===== config.mk =====
export PLATFORM = sky130hd
export DESIGN_NAME = pipeline_ctrl
export DESIGN_NICKNAME = d
export VERILOG_FILES = /design/src/rtl/pipeline_ctrl.sv
export SDC_FILE = /design/constraint.sdc
export NUM_CORES = 1
export LEC_CHECK = 0
export CAP_MARGIN = 5
export CORE_ASPECT_RATIO = 1.5
export CORE_UTILIZATION = 30
export CTS_BUF_LIST = sky130_fd_sc_hd__clkbuf_16
export DETAILED_ROUTE_END_ITERATION = 10
export DONT_BUFFER_PORTS = 1
export MAX_ROUTING_LAYER = met4
export SETUP_SLACK_MARGIN = 0.2
export SLEW_MARGIN = 10
export SYNTH_ARGS = -nofsm -noshare
export SYNTH_HDL_FRONTEND = slang
export SYNTH_SLANG_ARGS = --single-unit

===== constraint.sdc =====
create_clock -name clk -period 2.2 [get_ports clk]
set_input_delay 0.22 -clock clk [delete_from_list [all_inputs] [get_ports clk]]
set_output_delay 0.22 -clock clk [all_outputs]
set_load 0.01 [all_outputs]

===== src/rtl/pipeline_ctrl.sv =====
// pipeline_ctrl: hazard and sequencing controller for the 5-stage RV32I pipeline.
// Decides the stage enables, the ID/EX bubble and the IF/ID flush in the same
// cycle, tracks data-memory waits with a timeout that locks the core in ERR,
// and keeps saturating stall/flush counters for debug.
module pipeline_ctrl #(
    parameter logic [6:0] LOAD_OP     = 7'b0000011,
    parameter int         MEM_TIMEOUT = 64,
    parameter int         CNT_W       = 16
) (
    input  logic             clk,
    input  logic             rst,
    input  logic [4:0]       id_rs1,
    input  logic [4:0]       id_rs2,
    input  logic             id_use_rs1,
    input  logic             id_use_rs2,
    input  logic [6:0]       ex_op,
    input  logic [4:0]       ex_rd,
    input  logic             ex_redirect,
    input  logic             mem_req,
    input  logic             mem_ready,
    output logic             ena_pc,
    output logic             ena_ifid,
    output logic             ena_idex,
    output logic             ena_exmem,
    output logic             ena_memwb,
    output logic             bubble_idex,
    output logic             flush_ifid,
    output logic [1:0]       state,
    output logic             mem_err,
    output logic [CNT_W-1:0] stall_cnt,
    output logic [CNT_W-1:0] flush_cnt
);

    localparam logic [1:0] S_RUN     = 2'd0;
    localparam logic [1:0] S_MEMWAIT = 2'd1;
    localparam logic [1:0] S_ERR     = 2'd2;

    // Wide enough to hold MEM_TIMEOUT-1, the last count before the trip.
    localparam int                WAIT_W    = $clog2(MEM_TIMEOUT + 1);
    localparam logic [WAIT_W-1:0] WAIT_LAST = WAIT_W'(MEM_TIMEOUT - 1);
    localparam logic [CNT_W-1:0]  CNT_MAX   = {CNT_W{1'b1}};

    logic [1:0]        state_q;
    logic [WAIT_W-1:0] wait_cnt;
    logic [CNT_W-1:0]  stall_q;
    logic [CNT_W-1:0]  flush_q;

    logic freeze;
    logic load_use;
    logic in_err;
    logic stall_evt;
    logic flush_evt;

    assign freeze   = mem_req & ~mem_ready;
    assign load_use = (ex_op == LOAD_OP) && (ex_rd != 5'd0) &&
                      ((id_use_rs1 && (id_rs1 == ex_rd)) ||
                       (id_use_rs2 && (id_rs2 == ex_rd)));

    // Encoding 3 is unreachable; treating it as ERR keeps the core parked if it ever appears.
    assign in_err = state_q[1];

    // A redirect hides a coincident load-use because its consumer is flushed anyway.
    assign stall_evt = ~in_err & (freeze | (load_use & ~ex_redirect));
    assign flush_evt = ~in_err & ~freeze & ex_redirect;

    assign state     = state_q;
    assign mem_err   = (state_q == S_ERR);
    assign stall_cnt = stall_q;
    assign flush_cnt = flush_q;

    // Same-cycle control decision, priority ERR > freeze > redirect > load-use > normal.
    always_comb begin
        ena_pc      = 1'b0;
        ena_ifid    = 1'b0;
        ena_idex    = 1'b0;
        ena_exmem   = 1'b0;
        ena_memwb   = 1'b0;
        bubble_idex = 1'b0;
        flush_ifid  = 1'b0;
        if (rst || in_err || freeze) begin
            ena_pc = 1'b0;
        end else if (ex_redirect) begin
            ena_pc      = 1'b1;
            ena_ifid    = 1'b1;
            ena_idex    = 1'b1;
            ena_exmem   = 1'b1;
            ena_memwb   = 1'b1;
            bubble_idex = 1'b1;
            flush_ifid  = 1'b1;
        end else if (load_use) begin
            ena_idex    = 1'b1;
            ena_exmem   = 1'b1;
            ena_memwb   = 1'b1;
            bubble_idex = 1'b1;
        end else begin
            ena_pc    = 1'b1;
            ena_ifid  = 1'b1;
            ena_idex  = 1'b1;
            ena_exmem = 1'b1;
            ena_memwb = 1'b1;
        end
    end

    // Memory-wait tracker: counts consecutive freeze cycles and trips ERR on timeout.
    always_ff @(posedge clk or posedge rst) begin
        if (rst) begin
            state_q  <= S_RUN;
            wait_cnt <= '0;
        end else begin
            case (state_q)
                S_RUN: begin
                    if (freeze) begin
                        state_q  <= S_MEMWAIT;
                        wait_cnt <= WAIT_W'(1);
                    end
                end
                S_MEMWAIT: begin
                    if (!freeze) begin
                        state_q  <= S_RUN;
                        wait_cnt <= '0;
                    end else if (wait_cnt == WAIT_LAST) begin
                        state_q <= S_ERR;
                    end else begin
                        wait_cnt <= wait_cnt + 1'b1;
                    end
                end
                default: begin
                    state_q <= S_ERR;
                end
            endcase
        end
    end

    // Saturating debug counters for stall/freeze cycles and taken redirects.
    always_ff @(posedge clk or posedge rst) begin
        if (rst) begin
            stall_q <= '0;
            flush_q <= '0;
        end else begin
            if (stall_evt && (stall_q != CNT_MAX)) begin
                stall_q <= stall_q + 1'b1;
            end
            if (flush_evt && (flush_q != CNT_MAX)) begin
                flush_q <= flush_q + 1'b1;
            end
        end
    end

endmodule


==> run summary, run 1 <==
outcome - finished, final reports clean
ranking of synthesized cells by area - dfrtp_1 46%, xnor2_1 8.7%, xor2_1 7.9%
Worst Path Required - 2.36 ns
pre-CTS setup slack - 0.150 ns
Final GP Congestion - 0.755
antenna viol nets, final - 0
post-route cell area - 2720 um2
Cell variety after synth - 43
clock-pin slew on the worst setup and hold paths - 0.06 ns
DR iter-0 viols - 82
CTS H-tree lvls - 2
Tcrit/Tclk final - 93.1%
placed cell area - 2470 um2
top cells by count, synth - 41 x dfrtp_1, 24 x nand2_1, 22 x xnor2_1
Yosys top cell area share - 46.1%
first-pass GRT wire length - 8.44 mm
Rel. slew slack - 65.0%
final setup TNS - 0 ns
total of max-cap violations - 0
Post-Syn Instances - 225
Wirelength per Cell - 14.4 um
Area Growth Syn to Fin - 22.2%
CTS Sinks - 41
number of global-route vias before repair - 1748
count of flip-flops with a built-in enable after synthesis - 0
ys async rst share - 100%
Rows - 38
gr usage total - 14.2%
register area share after synthesis - 46.1%
I/O Buffers - 0
DR vias/cell - 4.93
residual DRC count - 0
clk_lat worst skew - 0.28 ns
CP endpoint kind - flop
crit path cell chain - ha_2 > nand4_1 > or3_4 > or4_4 > o22ai_4 > mux2_4
Crit-path slowest cell - or4_4
synthesized cell area - 2230 um2
IO Count - 71
Slew Limit Fails - 0
initial antenna violation count - 0
CP max stage delay - 0.44 ns
Die X - 72.4 um
# nets final - 284
unrepaired setup endpoints after global routing - true
dominant cell type by area after synthesis - dfrtp_1
Tmin final - 2.05 ns
layout cells sized above 1 - 18.6%
Mean Syn Cell Area - 9.90 um2
router iterations before antenna repair - 4
Initial Utilization - 30.8%
overflow left after global routing - 0
Critical Path AT - 2.21 ns
Yosys reg bits - 41
CTS Buf Count - 5
Clock Skews - 0.00496 ns
leakage - 1.19 nW
die area - 7780 um2
Slew @ Worst Pin - 0.521 ns
CP delay by family, top - simple AND/OR/NAND/NOR gates
Crit Path Category - flop to flop
via count - 1742
final setup vio count - 0
Worst setup SP type - flop
Hold Crit Class - input port to flop
Root Buffer Master - clkbuf_16
CTS tree - done
fmax - 488 MHz
Setup WS post-layout - 0.152 ns
critical path fanouts, max - 5
Core Region - 7230 um2
fillers - 754
top_reg_cell synth - dfrtp_1
top-count cell post-synth - dfrtp_1
Hold Slack - 0.293 ns
clk buf depth - 2
yosys warns - 0
dpl hpwl - 3.76 mm
Antenna Cells - 0
largest net degree at the start of global routing - 42
total power - 1.67 mW
final wirelength - 5.09 mm
Hold Fails Final Rpt - 0
Syn Nets - 257
CP bufs+invs - 0
VDD IR-drop max - 0.314 mV
power per standard cell area - 612 nW/um2
die height - 108 um
[final cells by class]
type	count	area, um2	share of cell area (%)
Multi-Input combinational cell	171	1180	43.3
Clock buffer	5	125	4.60
Tap cell	100	125	4.60
Timing Repair Buffer	27	205	7.54
Sequential cell	41	1030	37.7
Clock inverter	3	37.5	1.38
Inverter	6	22.5	0.828
[registers in the layout, indices dropped and copies added, names as in the netlist]
register / flops
state: 2
stall_cnt: 16
wait_cnt: 7
flush_cnt: 16
[cell families after synthesis]
| family | share of synthesized area [%] |
|---|---|
| AO/OA/AOI/OAI | 6.74 |
| AND/OR/NAND/NOR | 23.7 |
| XOR/XNOR | 16.5 |
| buffers and inverters | 3.09 |
| multiplexers | 2.19 |
| flip-flops | 46.1 |
| adder cells (fa/ha/maj) | 1.69 |
[metrics by stage]
stage	instances	utilization, %
6_report	353	37.7
5_1_grt	353	37.7
4_1_cts	349	36.6
3_5_place_dp	340	34.2
3_3_place_gp	340	34.2
2_1_floorplan	225	-
[layer usage]
metal  track usage (%)  routed length, um
met1              15.7               2070
met2              24.3               2720
met3              4.31                234
met4              4.34                 71
met5                 -                  0
[final timing paths]
check,startpoint,endpoint,slack (ns),cells past startpoint
max,stall_cnt[1],stall_cnt[14],0.15,6
min,mem_ready,state[1],0.29,4
max reg2reg,stall_cnt[1],stall_cnt[14],0.15,6
min reg2reg,state[1],state[1],0.53,2
max in group asynchronous,rst,stall_cnt[0],1.28,3
min in group asynchronous,rst,state[0],0.53,3
[where the power goes]
part           internal (mW)  total [mW]  switching [mW]
clock network          0.527       0.807           0.280
registers              0.766       0.776          0.0103
logic                 0.0376      0.0825          0.0449
[worst register-to-register path: cells and delay by family (launching register included)]
family          cells  cell delay [ns]
simple gates        3             0.92
flops               1             0.35
mux                 1             0.31
fa+ha+maj           1             0.18
compound gates      1             0.16
[what timing repair did]
item / 4_1_cts / 5_1_grt
hold buffers: 1 / 0
buffers inserted: 0 / 4
gates resized for setup: 0 / 7
pin swaps: 0 / 1
endpoints found under the hold margin: 41 / 0
setup endpoints to repair: 1 / 13
[cell usage in the layout, fill, tap and decap left out, drive strengths merged, types with 3 or more instances in the layout]
| cell | count |
|---|---|
| a21oi | 3 |
| and3 | 5 |
| buf | 26 |
| clkbuf | 5 |
| dfrtp | 41 |
| ha | 3 |
| inv | 7 |
| mux2 | 4 |
| nand2 | 24 |
| nand2b | 4 |
| nand3 | 14 |
| nand4 | 8 |
| nor2 | 19 |
| nor3 | 9 |
| nor4 | 5 |
| o21ai | 5 |
| or3 | 3 |
| xnor2 | 22 |
| xor2 | 20 |
No activity file was read; power rests on OpenSTA's default activity.
==> run 2, diff against run 1 <==
CTS_BUF_LIST = sky130_fd_sc_hd__clkbuf_4 sky130_fd_sc_hd__clkbuf_8   (was sky130_fd_sc_hd__clkbuf_16)
MAX_ROUTING_LAYER = unset   (was met4)
==> run 2 against run 1 <==
Against the previous run:
- flip-flop and latch count did not move
- critical path type unchanged
- largest power group is now registers
- cell area decreased by 1.8%
- largest cell class unchanged
- sequential share of layout area rose by 0.69 points
==> run summary, run 2 (synthesis gave the netlist of run 1 again) <==
Worst setup SP type - flop
Die X - 72.4 um (unchanged)
Worst Path Required - 2.38 ns (+0.02 ns)
WL met1 - 2.02 mm (-2.2%)
power per standard cell area - 562 nW/um2 (-8.1%)
WL met2 - 2.67 mm (-1.7%)
Hold Slack - 0.280 ns (-0.0129 ns)
first-pass GRT wire length - 8.41 mm (-0.32%)
die height - 108 um (unchanged)
outcome - finished, final reports clean
clock-pin slew on the worst setup and hold paths - 0.08 ns (+0.02 ns)
router iterations before antenna repair - 4 (unchanged)
unrepaired setup endpoints after global routing - true
residual DRC count - 0 (unchanged)
Area Growth Syn to Fin - 20.0%
gr usage total - 13.9% (-0.38 points)
Tmin final - 2.06 ns (+0.00871 ns)
Hold Fails Final Rpt - 0 (unchanged)
Crit Path Category - flop to flop
Root Buffer Master - clkbuf_8
crit path cell chain - ha_2 > nand4_1 > or3_4 > or4_1 > o22ai_2 > mux2_1
Clock Skews - 0.00692 ns (+0.00196 ns)
CTS tree - done
DR vias/cell - 4.94 (+0.17%)
# nets final - 284 (unchanged)
critical path fanouts, max - 5 (unchanged)
overflow left after global routing - 0 (unchanged)
layout cells sized above 1 - 18.6% (unchanged)
CTS Buf Count - 5 (unchanged)
Slew Limit Fails - 0 (unchanged)
Antenna Cells - 0 (unchanged)
leakage - 1.17 nW (-1.7%)
initial antenna violation count - 0 (unchanged)
Rel. slew slack - 65.0% (about the same)
Tcrit/Tclk final - 93.5% (+0.40 points)
VDD IR-drop max - 0.281 mV (-11%)
I/O Buffers - 0 (unchanged)
number of global-route vias before repair - 1765 (+0.97%)
final setup TNS - 0 ns (unchanged)
Final GP Congestion - 0.746 (-1.2%)
Hold Crit Class - input port to flop
clk_lat worst skew - 0.29 ns (about the same)
most frequent cells in the layout - 40 x dfrtp_1, 26 x buf_4, 24 x nand2_1
total power - 1.50 mW (-9.8%)
dpl hpwl - 3.76 mm (unchanged)
met3 wire len - 256 um (+9.4%)
Core Region - 7230 um2 (unchanged)
Rows - 38 (unchanged)
CP bufs+invs - 0 (unchanged)
CP max stage delay - 0.43 ns (about the same)
Max Used Layer - met4
CP delay by family, top - simple AND/OR/NAND/NOR gates
Wirelength per Cell - 14.3 um (-1.0%)
fmax - 486 MHz (-0.42%)
via count - 1745 (+0.17%)
CP endpoint kind - flop
DR iter-0 viols - 70 (-15%)
CTS H-tree lvls - 2 (unchanged)
CTS Sinks - 41 (unchanged)
antenna viol nets, final - 0 (unchanged)
die area - 7780 um2 (unchanged)
IO Count - 71 (unchanged)
Initial Utilization - 30.8% (unchanged)
Crit-path slowest cell - or4_1
final setup vio count - 0 (unchanged)
Slew @ Worst Pin - 0.521 ns (+0.0000535 ns)
clk buf depth - 2 (unchanged)
Critical Path AT - 2.23 ns (+0.02 ns)
commonest non-fill, non-tap cell in the layout - dfrtp_1
total of max-cap violations - 0 (unchanged)
final wirelength - 5.04 mm (-1.0%)
largest net degree at the start of global routing - 42 (unchanged)
-- run 2: cell count changes in the layout (fill, tap and decap cells not counted), sizes merged --
cell    before  now
inv          7    6
clkbuf       5    7
clkinv       1    0
-- run 2: layer usage --
| metal | vias up | GRT usage [%] |
|---|---|---|
| met1 | 865 | 15.6 |
| met5 | - | 0 |
| met2 | 43 | 24.0 |
| met4 | 0 | 5.32 |
| li1 | 831 | - |
| met3 | 6 | 4.31 |
-- run 2: timing repair --
action | in CTS | in global routing
pin swaps | 0 | 1
setup endpoints to repair | 2 | 11
buffers inserted | 1 | 3
gates resized for setup | 1 | 4
hold endpoints to repair | 41 | 0
hold buffers | 1 | 0
-- run 2: final cells by class --
type	instances	area [um2]
clock buffer	7	90.1
clock inverter	1	30.0
fill	742	4550
inverter	6	22.5
multi-input combinational	171	1170
sequential	41	1030
tap	100	125
timing repair buffer	27	205
-- run 2: path summary, 6_finish.rpt --
path / slack, ns / from / cells after the start / to
worst max-delay path: 0.14 / stall_cnt[1] / 6 / stall_cnt[14]
worst min-delay path: 0.28 / mem_ready / 4 / state[1]
worst max register to register: 0.14 / stall_cnt[1] / 6 / stall_cnt[14]
worst min register to register: 0.53 / state[1] / 2 / state[1]
max in group asynchronous: 1.30 / rst / 3 / stall_cnt[0]
min in group asynchronous: 0.51 / rst / 3 / state[0]
-- run 2: where the power goes --
group          switching [mW]  total (mW)  leakage [nW]  internal, mW
logic                  0.0451      0.0828         0.559        0.0376
clock network           0.262       0.645        0.0619         0.383
registers              0.0103       0.775         0.546         0.764
-- run 2: stage by stage --
step           std cells  utilization (%)  setup slack (ns)  area [um2]
5_1_grt              353             37.0            0.0473        2670
4_1_cts              350             36.2             0.147        2620
3_3_place_gp         340             34.2             0.190        2470
2_1_floorplan        225                -            0.0830        2230
6_report             353             37.0             0.144        2670
3_5_place_dp         340             34.2             0.150        2470
-- run 2: worst register-to-register path, cell delays in order (launching register included) --
cell     delay, ns
dfrtp_1       0.36
ha_2          0.18
nand4_1       0.11
or3_4         0.37
or4_1         0.44
o22ai_2       0.16
mux2_1        0.32
==> run 3, diff against run 2 <==
ABC_AREA = 0   (was unset)
==> results of run 3 <==
Final layout, timing and power as in run 2 (identical DEF).
